### config.mk
export PLATFORM = sky130hd
export DESIGN_NAME = pipelined_rotate_left_shifter
export DESIGN_NICKNAME = d
export VERILOG_FILES = /design/src/rtl/pipelined_rotate_left_shifter_pkg.sv /design/src/rtl/rotate_left_stage.sv /design/src/rtl/pipelined_rotate_left_shifter.sv
export SDC_FILE = /design/constraint.sdc
export NUM_CORES = 1
export LEC_CHECK = 0
export CAP_MARGIN = 20
export CORE_UTILIZATION = 30
export DETAILED_ROUTE_END_ITERATION = 8
export PLACE_DENSITY = 0.49
export SKIP_CTS_REPAIR_TIMING = 1
export SLEW_MARGIN = 20
export SYNTH_ARGS = -nofsm -noshare
export SYNTH_HDL_FRONTEND = slang
export SYNTH_HIERARCHICAL = 1
export SYNTH_SLANG_ARGS = --single-unit
### constraint.sdc
create_clock -name CLK -period 2.7 [get_ports CLK]
set_input_delay 0.405 -clock CLK [delete_from_list [all_inputs] [get_ports CLK]]
set_output_delay 0.405 -clock CLK [all_outputs]
set_load 0.005 [all_outputs]
### src/rtl/pipelined_rotate_left_shifter_pkg.sv
// Shared constants and helpers for the pipelined barrel rotator.
// Holds the shift-amount width calculation and the rotate direction encoding.
package pipelined_rotate_left_shifter_pkg;

  localparam logic ROT_LEFT  = 1'b0;
  localparam logic ROT_RIGHT = 1'b1;

  function automatic int unsigned clog2(input int unsigned value);
    int unsigned result;
    result = 0;
    while ((32'd1 << result) < value) begin
      result++;
    end
    return result;
  endfunction

endpackage

### src/rtl/rotate_left_stage.sv
// One combinational barrel stage: rotates left by N bit positions when SHIFT is set,
// otherwise passes IDATA through unchanged.
module rotate_left_stage
  import pipelined_rotate_left_shifter_pkg::*;
#(
  parameter int unsigned DATA_WIDTH = 32,
  parameter int unsigned N          = 1
) (
  input  logic [DATA_WIDTH-1:0] IDATA,
  input  logic                  SHIFT,
  output logic [DATA_WIDTH-1:0] ODATA
);

  assign ODATA = SHIFT ? {IDATA[DATA_WIDTH-N-1:0], IDATA[DATA_WIDTH-1:DATA_WIDTH-N]} : IDATA;

endmodule

### src/rtl/pipelined_rotate_left_shifter.sv
// Pipelined rotate-left barrel shifter with a valid/ready handshake and collapsing bubbles.
// Define ROTATE_LEFT_DIR_SEL_EN to add the IDIR input (0 = left, 1 = right).
module pipelined_rotate_left_shifter
  import pipelined_rotate_left_shifter_pkg::*;
#(
  parameter int unsigned  DATA_WIDTH = 32,
  localparam int unsigned SHAMT_W    = clog2(DATA_WIDTH)
) (
  input  logic                  CLK,
  input  logic                  RSTN,
  input  logic [DATA_WIDTH-1:0] IDATA,
  input  logic [SHAMT_W-1:0]    ISHAMT,
  input  logic                  IVALID,
`ifdef ROTATE_LEFT_DIR_SEL_EN
  input  logic                  IDIR,
`endif
  output logic                  IREADY,
  output logic [DATA_WIDTH-1:0] ODATA,
  output logic                  OVALID,
  input  logic                  OREADY
);

  // Register k holds the operand before rotation k; the rotation sits on its output.
  // The amount is shifted right each stage so every stage consumes bit 0.
  logic [DATA_WIDTH-1:0] data_q  [SHAMT_W];
  logic [DATA_WIDTH-1:0] data_d  [SHAMT_W];
  logic [SHAMT_W-1:0]    amt_q   [SHAMT_W];
  logic [SHAMT_W-1:0]    amt_d   [SHAMT_W];
  logic [DATA_WIDTH-1:0] rot_out [SHAMT_W];
  logic [SHAMT_W-1:0]    valid_q;
  logic [SHAMT_W-1:0]    valid_d;
  logic [SHAMT_W:0]      load;
  logic [SHAMT_W-1:0]    shamt_eff;

`ifdef ROTATE_LEFT_DIR_SEL_EN
  // A right rotate by s equals a left rotate by (DATA_WIDTH - s) mod DATA_WIDTH.
  assign shamt_eff = (IDIR == ROT_RIGHT) ? ('0 - ISHAMT) : ISHAMT;
`else
  assign shamt_eff = ISHAMT;
`endif

  for (genvar k = 0; k < SHAMT_W; k++) begin : g_stage
    rotate_left_stage #(
      .DATA_WIDTH(DATA_WIDTH),
      .N         (1 << k)
    ) u_stage (
      .IDATA(data_q[k]),
      .SHIFT(amt_q[k][0]),
      .ODATA(rot_out[k])
    );
  end

  always_comb begin
    load          = '0;
    load[SHAMT_W] = OREADY;
    for (int k = SHAMT_W - 1; k >= 0; k--) begin
      load[k] = !valid_q[k] || load[k+1];
    end
  end

  always_comb begin
    valid_d = valid_q;
    data_d  = data_q;
    amt_d   = amt_q;
    if (load[0]) begin
      valid_d[0] = IVALID;
      data_d[0]  = IDATA;
      amt_d[0]   = shamt_eff;
    end
    for (int k = 1; k < SHAMT_W; k++) begin
      if (load[k]) begin
        valid_d[k] = valid_q[k-1];
        data_d[k]  = rot_out[k-1];
        amt_d[k]   = amt_q[k-1] >> 1;
      end
    end
  end

  always_ff @(posedge CLK or negedge RSTN) begin
    if (!RSTN) begin
      valid_q <= '0;
      data_q  <= '{default: '0};
      amt_q   <= '{default: '0};
    end else begin
      valid_q <= valid_d;
      data_q  <= data_d;
      amt_q   <= amt_d;
    end
  end

  assign IREADY = load[0];
  assign OVALID = valid_q[SHAMT_W-1];
  assign ODATA  = rot_out[SHAMT_W-1];

endmodule

==> qor.csv <==
metric;value;unit
status;complete, but fails checks;
violations;design-rule violations;
synth-async-reset-ratio;1.00;
dpl.hpwl;12.6;mm
place_ws;0.219;ns
cts.sinks;180;
setup_viol;0;
crit_chain;clkdlybuf4s50_1 -> and4b_1 -> and3_4 -> inv_1 -> clkdlybuf4s50_1;
grtUsageTotal;0.112;
design_area;10900;um2
cp_slowest_cell;clkdlybuf4s50_1;
cap_violations;0;
avgSynthCellArea;14.8;um2
yosysSeqAreaShare;0.478;
clkTransAtPathRegs;0.07;ns
cp_common_cell;clkdlybuf4s50_1;
wirelength;16.8;mm
vdd_drop_max;426;uV
cts_buffers;17;
dieArea;32100;um2
worst-path-buf-inv;3;
final_util;0.356;
antenna_found_initial;0;
r2r_start;valid_q[4];
fillers;3040;
finClkSkew;0.0116;ns
arrival;1.98;ns
drc_errors;15;
num_vias;4929;
die_h;179;um
dr.pass1.iters;6;
final_antenna_net_count;0;
cp_top_family;buffers and inverters;
netlist_instances;638;
tns;0;ns
wl_met2;7.51;mm
cts_tree;yes;
r2r_cells;4;
r2r-end;data_q[132];
hold_violations;0;
finalPower;10.9;mW
drive_gt1_frac;0.492;
io_pins;75;
worst_setup_path_start_kind;input pin;
worst_slack;0.319;ns
synth.net_count;679;
wire_per_inst;15.0;um
rsz0062_at_grt;false;
root_buffer;clkbuf_16;
grt.overflow.total;0;
tightest_slew;0.974;ns
drt_iter0_drc;187;
core;30700;um2
syn2layout_area_growth;16.0;%
cts_max_level;4;
p_leak;4.96;nW
io_buffers;74;
power_density;998;nW/um2
r2r_slack;0.74;ns
clk_path_buf_depth;2;
grt_pass1_vias;5147;
die_w;179;um
relSlewSlack;0.351;
path_class;input pin to primary output;
fin_crit_sh;0.882;
place_congestion;0.726;
hold_class;input pin to asynchronous set/reset pin;
finalMaxSlewViolations;0;
met3_length;589;um
slowest_delay;0.45;ns
wl_met1;8.54;mm
insertedDiodeCount;0;
initial_core_util;0.307;
top_layer;met4;
num-nets-final;746;
vias_per_cell;4.42;
worstPathRequired;2.30;ns
clock_latency;0.43;ns
grt_max_degree;79;
synth_edf_count;0;
fmax;0.420;GHz
syn_area;9430;um2
dpl-instance-area;10300;um2
fin_crit;2.38;ns
end_kind;primary output;
yosysWarnings;6;
grt_pass1_wl;28.1;mm
synth-seq-cells;180;
cp_max_fo;4;
num_rows;64;
synth_ff_type;dfrtp_1;
synth_cell_types;16;
-- layout by cell type (no fill, tap or decap), types with 3 or more instances in the layout --
cell type	n
dfrtp_2	3
clkbuf_16	17
nand2_1	105
mux2_2	142
buf_12	3
dfrtp_1	177
clkdlybuf4s50_1	73
nand2b_1	5
mux2_4	158
clkinv_4	3
inv_6	3
buf_4	12
-- metal layers --
metal | GRT usage | vias to the layer above
li1 | - | 2365
met1 | 0.154 | 2474
met2 | 0.174 | 83
met3 | 0.0265 | 7
met4 | 0.0284 | 0
met5 | 0 | -
-- power by group --
part           leakage [nW]  internal [mW]  total, mW  switching, mW
Sequential             2.12           3.55       4.33          0.772
Combinational          2.56           2.90       4.10           1.20
Clock                 0.286           1.40       2.48           1.08
Total                  4.96           7.86       10.9           3.05
-- synth_stat cells (5+ instances only) --
master    number  area [um2]
nand2b_1       5        31.3
mux2_2       142        1600
dfrtp_1      180        4500
buf_2         11        55.1
nand2_1      105         394
mux2_4       158        2370
buf_12        15         300
clkbuf_1       7        26.3
buf_6          8        90.1
-- stage by stage --
step / hold WS [ns] / instances
after floorplan: 0.109 / 638
after global placement: 0.451 / 1082
after detailed placement: 0.456 / 1082
after CTS: 0.0416 / 1114
after global routing: 0.0562 / 1114
final: 0.0135 / 1114
-- area by class of cell --
class,instances,area [um2],area share
Inverter,1,3.75,0.000343
Clock inverter,13,149,0.0136
Sequential cell,180,4510,0.412
Timing Repair Buffer,89,892,0.0816
Tap cell,396,495,0.0453
Clock buffer,19,443,0.0405
Multi-Input combinational cell,416,4450,0.407
-- registers in the layout, indices dropped and copies added, names as in the netlist --
name	cells
data_q	160
valid_q	5
amt_q	15
-- logic make-up (layout without fill, tap and decap cells) --
group	Yosys count	after routing	synth area share
and+or+nand+nor	116	116	0.0504
muxes	300	300	0.421
DFF	180	180	0.478
buffers and inverters	42	122	0.0504
-- worst max path at each step --
stage	depth (start not counted)	slack (ns)	from	endpoint
floorplan	6	1.0	OREADY	IREADY
global placement	5	0.26	OREADY	data_q[136]
detailed placement	5	0.22	OREADY	data_q[132]
CTS	5	0.31	OREADY	IREADY
global route	5	0.24	OREADY	IREADY
finish	5	0.32	OREADY	IREADY
No activity file was read; power rests on OpenSTA's default activity.
